<file path="config.mk">
export PLATFORM = sky130hd
export DESIGN_NAME = regfile_dump_unit_flat
export DESIGN_NICKNAME = d
export VERILOG_FILES = /design/src/rtl/regfile_dump_unit_pkg.sv /design/src/rtl/regfile_dump_unit_if.sv /design/src/rtl/regfile_dump_unit.sv /design/src/flat_wrapper.sv
export SDC_FILE = /design/constraint.sdc
export NUM_CORES = 1
export LEC_CHECK = 0
export BUFFER_PORTS_ARGS = -buffer_cell sky130_fd_sc_hd__clkbuf_2
export CAP_MARGIN = 20
export CORE_MARGIN = 2
export CORE_UTILIZATION = 60
export DETAILED_ROUTE_END_ITERATION = 8
export PLACE_DENSITY = 0.85
export SYNTH_ARGS = -nofsm -noshare
export SYNTH_HDL_FRONTEND = slang
export SYNTH_SLANG_ARGS = --single-unit
</file>
<file path="constraint.sdc">
create_clock -name clk -period 2.9 [get_ports clk]
set_input_delay 0.58 -clock clk [delete_from_list [all_inputs] [get_ports clk]]
set_output_delay 0.58 -clock clk [all_outputs]
set_load 0.01 [all_outputs]
</file>
<file path="src/rtl/regfile_dump_unit_pkg.sv">
// Shared types and widths for the register-file dump unit and its neighbours
// (register file, CPU datapath).
package regfile_dump_unit_pkg;

   localparam int unsigned REG_ADDR_W = 4;
   localparam int unsigned REG_DATA_W = 16;
   localparam int unsigned BYTE_W     = 8;

   localparam logic [BYTE_W-1:0] HDR_BYTE_DEF = 8'hA5;

   typedef enum logic [2:0] {
      IDLE,
      HDR,
      FETCH,
      SEND_HI,
      SEND_LO,
      CSUM,
      DONE
   } state_e;

endpackage

</file>
<file path="src/rtl/regfile_dump_unit_if.sv">
// Byte stream with valid/ready handshake carried from the dump unit to its sink.
interface regfile_dump_unit_if;
   import regfile_dump_unit_pkg::*;

   logic [BYTE_W-1:0] tx_data;
   logic              tx_valid;
   logic              tx_ready;

   modport master (output tx_data, output tx_valid, input tx_ready);
   modport slave  (input tx_data, input tx_valid, output tx_ready);

endinterface

</file>
<file path="src/rtl/regfile_dump_unit.sv">
// Walks a register range through a spare read port and streams it as
// header, big-endian register bytes, and an XOR checksum.
module regfile_dump_unit
   import regfile_dump_unit_pkg::*;
#(
   parameter int unsigned       ADDR_W   = REG_ADDR_W,
   parameter int unsigned       DATA_W   = REG_DATA_W,
   parameter logic [BYTE_W-1:0] HDR_BYTE = HDR_BYTE_DEF
) (
   input  logic                 clk,
   input  logic                 rst,
   input  logic                 start,
   input  logic [ADDR_W-1:0]    first_addr,
   input  logic [ADDR_W-1:0]    last_addr,
   output logic [ADDR_W-1:0]    rd_addr,
   input  logic [DATA_W-1:0]    rd_data,
   regfile_dump_unit_if.master  tx,
   output logic                 busy,
   output logic                 done
);

   state_e             state_q,    state_d;
   logic [ADDR_W-1:0]  cur_addr_q, cur_addr_d;
   logic [ADDR_W-1:0]  last_q,     last_d;
   logic [DATA_W-1:0]  shadow_q,   shadow_d;
   logic [BYTE_W-1:0]  csum_q,     csum_d;
   logic [BYTE_W-1:0]  tx_data_q,  tx_data_d;
   logic               tx_valid_q, tx_valid_d;
   logic               busy_q,     busy_d;
   logic               done_q,     done_d;
   logic [ADDR_W-1:0]  rd_addr_q,  rd_addr_d;
   logic               hs;

   // Next state; outputs are derived from the next state so they leave flops.
   always_comb begin
      state_d    = state_q;
      cur_addr_d = cur_addr_q;
      last_d     = last_q;
      shadow_d   = shadow_q;
      csum_d     = csum_q;
      tx_data_d  = tx_data_q;
      hs         = tx_valid_q && tx.tx_ready;

      unique case (state_q)
         IDLE: begin
            if (start) begin
               cur_addr_d = first_addr;
               last_d     = last_addr;
               csum_d     = '0;
               tx_data_d  = HDR_BYTE;
               state_d    = HDR;
            end
         end
         HDR: begin
            if (hs) begin
               csum_d  = csum_q ^ tx_data_q;
               state_d = FETCH;
            end
         end
         FETCH: begin
            // Snapshot taken at this edge; a same-edge write is not seen.
            shadow_d  = rd_data;
            tx_data_d = rd_data[DATA_W-1 -: BYTE_W];
            state_d   = SEND_HI;
         end
         SEND_HI: begin
            tx_data_d = shadow_q[DATA_W-1 -: BYTE_W];
            if (hs) begin
               csum_d    = csum_q ^ tx_data_q;
               tx_data_d = shadow_q[BYTE_W-1:0];
               state_d   = SEND_LO;
            end
         end
         SEND_LO: begin
            if (hs) begin
               csum_d = csum_q ^ tx_data_q;
               if (cur_addr_q == last_q) begin
                  tx_data_d = csum_q ^ tx_data_q;
                  state_d   = CSUM;
               end else begin
                  cur_addr_d = cur_addr_q + ADDR_W'(1);
                  state_d    = FETCH;
               end
            end
         end
         CSUM: begin
            if (hs) begin
               state_d = DONE;
            end
         end
         DONE: begin
            state_d = IDLE;
         end
         default: begin
            state_d = IDLE;
         end
      endcase

      tx_valid_d = (state_d == HDR) || (state_d == SEND_HI) ||
                   (state_d == SEND_LO) || (state_d == CSUM);
      busy_d     = (state_d != IDLE);
      done_d     = (state_d == DONE);
      rd_addr_d  = cur_addr_d;
   end

   always_ff @(posedge clk or posedge rst) begin
      if (rst) begin
         state_q    <= IDLE;
         cur_addr_q <= '0;
         last_q     <= '0;
         shadow_q   <= '0;
         csum_q     <= '0;
         tx_data_q  <= '0;
         tx_valid_q <= 1'b0;
         busy_q     <= 1'b0;
         done_q     <= 1'b0;
         rd_addr_q  <= '0;
      end else begin
         state_q    <= state_d;
         cur_addr_q <= cur_addr_d;
         last_q     <= last_d;
         shadow_q   <= shadow_d;
         csum_q     <= csum_d;
         tx_data_q  <= tx_data_d;
         tx_valid_q <= tx_valid_d;
         busy_q     <= busy_d;
         done_q     <= done_d;
         rd_addr_q  <= rd_addr_d;
      end
   end

   assign tx.tx_data  = tx_data_q;
   assign tx.tx_valid = tx_valid_q;
   assign busy        = busy_q;
   assign done        = done_q;
   assign rd_addr     = rd_addr_q;

endmodule

</file>
<file path="src/flat_wrapper.sv">
// flat-port wrapper written by rule: the top's interface ports become plain ports
module regfile_dump_unit_flat import regfile_dump_unit_pkg::*;
#(
   parameter int unsigned       ADDR_W   = REG_ADDR_W,
   parameter int unsigned       DATA_W   = REG_DATA_W,
   parameter logic [BYTE_W-1:0] HDR_BYTE = HDR_BYTE_DEF
)
  (clk, rst, start, first_addr, last_addr, rd_addr, rd_data, busy, done, tx_tx_data, tx_tx_valid, tx_tx_ready);
  regfile_dump_unit_if tx_i ();
  input  logic clk;
  input  logic rst;
  input  logic start;
  input  logic [ADDR_W-1:0] first_addr;
  input  logic [ADDR_W-1:0] last_addr;
  output logic [ADDR_W-1:0] rd_addr;
  input  logic [DATA_W-1:0] rd_data;
  output logic busy;
  output logic done;
  output wire logic [$bits(tx_i.tx_data)-1:0] tx_tx_data;
  output wire logic [$bits(tx_i.tx_valid)-1:0] tx_tx_valid;
  input wire logic [$bits(tx_i.tx_ready)-1:0] tx_tx_ready;
  assign tx_tx_data = tx_i.tx_data;
  assign tx_tx_valid = tx_i.tx_valid;
  assign tx_i.tx_ready = tx_tx_ready;
  regfile_dump_unit #(.ADDR_W(ADDR_W), .DATA_W(DATA_W), .HDR_BYTE(HDR_BYTE)) u_core (.clk(clk), .rst(rst), .start(start), .first_addr(first_addr), .last_addr(last_addr), .rd_addr(rd_addr), .rd_data(rd_data), .tx(tx_i), .busy(busy), .done(done));
endmodule
</file>
### After elaboration in Yosys (flattened, before gate mapping)

Index checks and enable logic that the tools add are counted.

| operators by class | value |
|---|---|
| muxes and demuxes | 19 |
| add/subtract/negate cells | 1 |
| reductions and logical operators | 14 |
| equal/unequal tests | 16 |
| bitwise logic cells | 1 |

Operator list:

| cell | number |
|---|---|
| $mux 8 | 6 |
| $pmux 8 s4 | 1 |
| $mux 3 | 6 |
| $pmux 3 s6 | 1 |
| $pmux 8 s2 | 1 |
| $eq 3x3->1 const B | 5 |
| $mux 4 | 3 |
| $eq 3x2->1 const B | 3 |
| $pmux 4 s2 | 1 |
| $reduce_and 4->1 | 2 |
| $xor 8x8->8 | 1 |
| $eq 3x1->1 const B | 2 |
| $ne 2x1->1 const B | 3 |
| $add 4x1->4 const B | 1 |
| $eq 4x4->1 | 1 |
| $ne 2x2->1 const B | 2 |
| $reduce_bool 2->1 | 2 |
| $reduce_bool 4->1 | 1 |
| $logic_not 3->1 | 1 |
| $logic_or 1x1->1 | 3 |
| $reduce_and 3->1 | 1 |
| $reduce_bool 3->1 | 1 |
| $reduce_or 3->1 | 1 |
| $reduce_and 2->1 | 1 |
| $logic_and 1x1->1 | 1 |

| word-level totals | value |
|---|---|
| bits in registers | 46 |
| word-level logic and storage cells | 60 |
| output and inout bits | 15 |
| input port bits | 28 |

### Logic depth before layout (Yosys ltp)

| logic depth | value |
|---|---|
| depth after elaboration | 8 |
| mapped depth | 7 |
| depth with buffers taken out | 4 |

### Worst setup path before layout

No wires, ideal clock.

| timing path | value |
|---|---|
| path kind | reg2reg |
| start point | register u_core.state_q[0] |
| end point | register u_core.csum_q[0] |
| path slack | 1.063 ns |
| cell stages (with the launch flop) | 8 |
| library setup time | 0.079 ns |
| period minus slack after synthesis | 1.837 ns |
| data required time | 2.821 ns |
| buffers on the path | 3 |
| data arrival time | 1.757 ns |
| path through | dfrtp_1 buf_6 or3b_1 buf_6 a21oi_4 buf_6 mux2_1 mux2i_1 |

| on the way | value |
|---|---|
| word-level cells in the longest chain between the ends | 4 |
| elaborated cells on any way between the ends | 10 |
| those cells by class | eq/ne (5); mux (1); reduce/logical (4) |

Ends and longest elaborated chain:

| item | RTL line | text |
|---|---|---|
| start, declared | regfile_dump_unit.sv:22 | `state_e state_q, state_d;` |
| start signal, assigned | regfile_dump_unit.sv:119 | `state_q <= state_d;` |
| $eq 3x1->1 (tied with other cells) | regfile_dump_unit.sv:44 | `unique case (state_q)` |
| $reduce_or 3->1 (no source line) | - |  |
| $ne 2x1->1 (no source line) / $reduce_bool 2->1 (equally long branches) | - |  |
| $reduce_and 3->1 (no source line) | - |  |
| end signal, assigned | regfile_dump_unit.sv:123 | `csum_q <= csum_d;` |
| end, declared | regfile_dump_unit.sv:26 | `logic [BYTE_W-1:0] csum_q, csum_d;` |

Parallel ways exist; a longest one is shown, timed or not.
A chain may end at the register's enable or synchronous reset.

### Final worst setup path

| timing path | value |
|---|---|
| start point | register u_core.state_q[0] |
| end point | register u_core.csum_q[3] |

Same word-level chain as after synthesis.

==> implementation parameters <==
Parameter                              Value

Clock network
  CTS max path bufs ... 2
  Clock buffer count from CTS ... 5
  CTS Root Buffer Type ... sky130_fd_sc_hd__clkbuf_8
  Setup bufs post-CTS ... 0
  Clock Sink Count ... 46
  Maximum level of the CTS H-tree ... 2
  Clk slew on worst S/H paths ... 0.09 ns
  Clk Latency, worst-skew pair ... 0.30 ns
  Hold-fix buffers, CTS ... 0
  CTS tree ... yes
  Count of cells resized by post-cts repair ... 0

Logic synthesis
  Number of enable flip-flop cells after synthesis ... 0
  Share of synthesized area spent on multiplexers ... 18.6%
  Dominant combinational cell family by area after synthesis ... multiplexers
  Number of warnings printed during yosys synthesis ... 0
  Prevailing post-synth register cell ... sky130_fd_sc_hd__dfrtp_1
  Xor/xnor share of the synthesized area ... 1.42%
  Post-synthesis register bit count ... 46
  Avg Cell Area, Syn ... 10.6 um^2
  Distinct cells, synth ... 42
  Proportion of synthesized chip area in sequential cells ... 46.7%
  Adder-cell area share of the yosys netlist ... 0.507%
  Combined area of all synthesized cells ... 0.00247 mm^2
  Post-synth ARST share ... 100%
  Synthesized netlist net count ... 262
  Gate count after technology mapping ... 233
  Post-synthesis compound-gate area fraction ... 15.6%
  Simple-gate portion of the synthesized area ... 12.5%

Critical path
  Maximum net fanout on the critical path ... 17
  Type of origin of the critical path ... register
  Internal reg-to-reg setup slack ... 0.54 ns
  Critical path type ... reg2reg
  Critical Path RT ... 3.13 ns
  Worst EP arrival ... 2.59 ns
  Critical Path Sink Type ... register

Global routing
  Global Route met2 Usage ... 44.5%
  Via count of the first global-routing pass ... 1,920
  Met1 capacity usage during global routing ... 33.7%
  Global-route wire length before repair ... 8920 um
  Overall fraction of global-route tracks in use ... 26.5%
  Most heavily used metal layer in global routing ... met2
  Met3 routing resource usage after global routing ... 5.10%
  Maximum number of pins on one net before global-route repair ... 47
  Total congestion overflow after global routing ... 0
  Antenna violations before repair ... 0

STA
  Share of the clock period used by the worst path ... 81.5%
  Max frequency ... 0.423 GHz
  Final worst clock skew ... 0.00650 ns
  Number of setup violations in the final report ... 0
  Final critical path time including I/O delays and setup ... 2.36 ns
  RSZ-0062 raised after global routing ... false
  Max transition margin ... 37.9%
  Setup tns final ... 0 ns
  Actual slew at the worst max-slew pin ... 0.930 ns
  Number of hold violations in the final report ... 0
  Final Max Tran Viols ... 0

Job
  Total of max-cap violations ... 0

Final layout
  Fin area ... 0.00277 mm^2
  Filler Cell Count ... 316
  Share of cells above drive strength 1 ... 30.1%
  Layout Nets ... 300
  Finished Core Util ... 69.8%
  Inserted Diodes ... 0
  Non-filler instance count after layout ... 322
  Layout area overhead ... 12.3%

Routing
  Routed WL per cell ... 17.2 um
  DR vias/cell ... 6.18
  Routed via count ... 1,990
  DRT antenna net count ... 0
  DRC violations left ... 0
  Pre-Repair DR Iteration Count ... 4
  Routed wire length ... 5530 um
  Initial DRC Count ... 217

Pwr
  Cell Pwr Density ... 1100 mW/mm^2
  Net switching fraction of the power ... 40.8%
  Internal Dissipation ... 0.00180 W
  Part of the power in registers ... 41.0%
  Logic pwr share ... 45.7%
  Net switching power ... 0.00124 W
  Share of total power in the clock network ... 13.3%
  VDD IR-drop max ... 0.585 mV
  Leakage dissipation ... 1.23 nW

Floorplanning
  Count of pins on the block boundary ... 43
  Area of the placeable core ... 0.00397 mm^2
  Starting utilization of the core area ... 62.1%
  Horizontal die dimension ... 68.1 um
  # rows ... 23
  Full die area ... 0.00464 mm^2
  Die Span Y ... 68.1 um

Status
  Outcome ... complete, no violations

Placed design
  Number of cells after detailed placement ... 314
  Detailed Place HPWL ... 3830 um
  Port bufs ... 42
  Placement Cell Area ... 0.00268 mm^2
  Gpl congestion ... 0.919

Min path
  Worst min-delay path category ... in2async
## layout by cell type (no fill, tap or decap), drive strengths merged, types with 4 or more instances in the layout
| master | synthesis | final |
|---|---|---|
| a21oi | 15 | 15 |
| inv | 8 | 8 |
| xnor2 | 4 | 4 |
| o22a | 6 | 6 |
| mux2 | 30 | 30 |
| mux2i | 12 | 12 |
| o22ai | 4 | 4 |
| clkbuf | 4 | 49 |
| a32oi | 8 | 8 |
| nor4 | 9 | 9 |
| nor2 | 12 | 12 |
| dfrtp | 46 | 46 |
| nand2 | 27 | 27 |
| o32a | 4 | 4 |
| o21ai | 4 | 4 |
## through the flow
stage,setup slack [ns],hold WS [ns],total power (W)
6_report,0.535,0.465,0.00304
5_1_grt,0.418,0.494,0.00326
4_1_cts,0.550,0.505,0.00304
3_5_place_dp,0.549,0.495,0.00263
3_3_place_gp,0.657,0.489,0.00256
2_1_floorplan,1.06,0.472,0.00226
## layer usage
layer,part of all wire (%),wire [um]
met5,0,0
met4,1.8,99
met3,6.3,347
met2,49,2710
met1,43,2370
## cell families (layout without fill, tap and decap cells)
family	after synthesis	after routing
compound gates	52	52
buf+inv	23	62
mux	42	42
simple gates	65	65
fa+ha+maj	1	1
flops	46	46
xor+xnor	4	4
## critical path: stages (launching register included)
cell and delay, ns:
sky130_fd_sc_hd__dfrtp_1 0.57, sky130_fd_sc_hd__or3b_1 0.69, sky130_fd_sc_hd__a21oi_4 0.48, sky130_fd_sc_hd__mux2_2 0.40
sky130_fd_sc_hd__mux2i_1 0.15
## final timing paths
| kind | from | to | cells past startpoint |
|---|---|---|---|
| max in group asynchronous | rst | u_core.state_q[1]$_DFF_PP0_ | 2 |
| worst min register to register | u_core.csum_q[4]$_DFFE_PP0P_ | u_core.csum_q[4]$_DFFE_PP0P_ | 1 |
| min in group clk | last_addr[0] | u_core.last_q[0]$_DFFE_PP0P_ | 2 |
| worst max-delay path | u_core.state_q[0]$_DFF_PP0_ | u_core.csum_q[3]$_DFFE_PP0P_ | 4 |
| worst max register to register | u_core.state_q[0]$_DFF_PP0_ | u_core.csum_q[3]$_DFFE_PP0P_ | 4 |
| worst min-delay path | rst | u_core.shadow_q[4]$_DFFE_PP0N_ | 2 |
## final cells by class
| class | instances | area (um^2) | area share [%] |
|---|---|---|---|
| Timing Repair Buffer | 45 | 233 | 8.40 |
| Inverter | 9 | 33.8 | 1.22 |
| Clock buffer | 7 | 86.3 | 3.12 |
| Tap cell | 50 | 62.6 | 2.26 |
| Multi-Input combinational cell | 164 | 1200 | 43.3 |
| Clock inverter | 1 | 5.00 | 0.181 |
| Sequential cell | 46 | 1150 | 41.6 |
## sequential cells by signal (all words and copies together) (netlist names)
signal / cells
u_core.shadow_q: 16
u_core.state_q: 3
u_core.last_q: 4
u_core.tx.tx_data: 8
u_core.tx.tx_valid: 1
u_core.cur_addr_q: 4
u_core.csum_q: 8
u_core.done: 1
u_core.busy: 1
## Yosys cell counts, types with 2 or more instances
master / instances / share of area [%]
sky130_fd_sc_hd__a21oi_1: 14 / 2.8
sky130_fd_sc_hd__a32oi_1: 8 / 2.8
sky130_fd_sc_hd__and2_1: 2 / 0.51
sky130_fd_sc_hd__buf_2: 6 / 1.2
sky130_fd_sc_hd__buf_6: 3 / 1.4
sky130_fd_sc_hd__clkbuf_1: 4 / 0.61
sky130_fd_sc_hd__dfrtp_1: 46 / 47
sky130_fd_sc_hd__inv_1: 8 / 1.2
sky130_fd_sc_hd__mux2_1: 2 / 0.91
sky130_fd_sc_hd__mux2_2: 28 / 13
sky130_fd_sc_hd__mux2i_1: 12 / 4.9
sky130_fd_sc_hd__nand2_1: 27 / 4.1
sky130_fd_sc_hd__nand2b_1: 3 / 0.76
sky130_fd_sc_hd__nand3_1: 3 / 0.61
sky130_fd_sc_hd__nor2_1: 12 / 1.8
sky130_fd_sc_hd__nor2b_1: 2 / 0.51
sky130_fd_sc_hd__nor3_1: 2 / 0.41
sky130_fd_sc_hd__nor4_1: 9 / 2.3
sky130_fd_sc_hd__o21ai_0: 4 / 0.81
sky130_fd_sc_hd__o221ai_1: 2 / 0.71
sky130_fd_sc_hd__o22a_1: 6 / 2.1
sky130_fd_sc_hd__o22ai_1: 4 / 1.0
sky130_fd_sc_hd__o32a_1: 4 / 1.6
sky130_fd_sc_hd__xnor2_1: 4 / 1.4
## power groups by stage
stage	Combinational (W)	Sequential, W	Clock (W)
2_1_floorplan	0.00108	0.00118	0
3_3_place_gp	0.00133	0.00123	0
3_5_place_dp	0.00138	0.00125	0
4_1_cts	0.00139	0.00124	0.000408
5_1_grt	0.00153	0.00129	0.000446
6_report	0.00139	0.00125	0.000406
(Power assumes the default switching activity.)
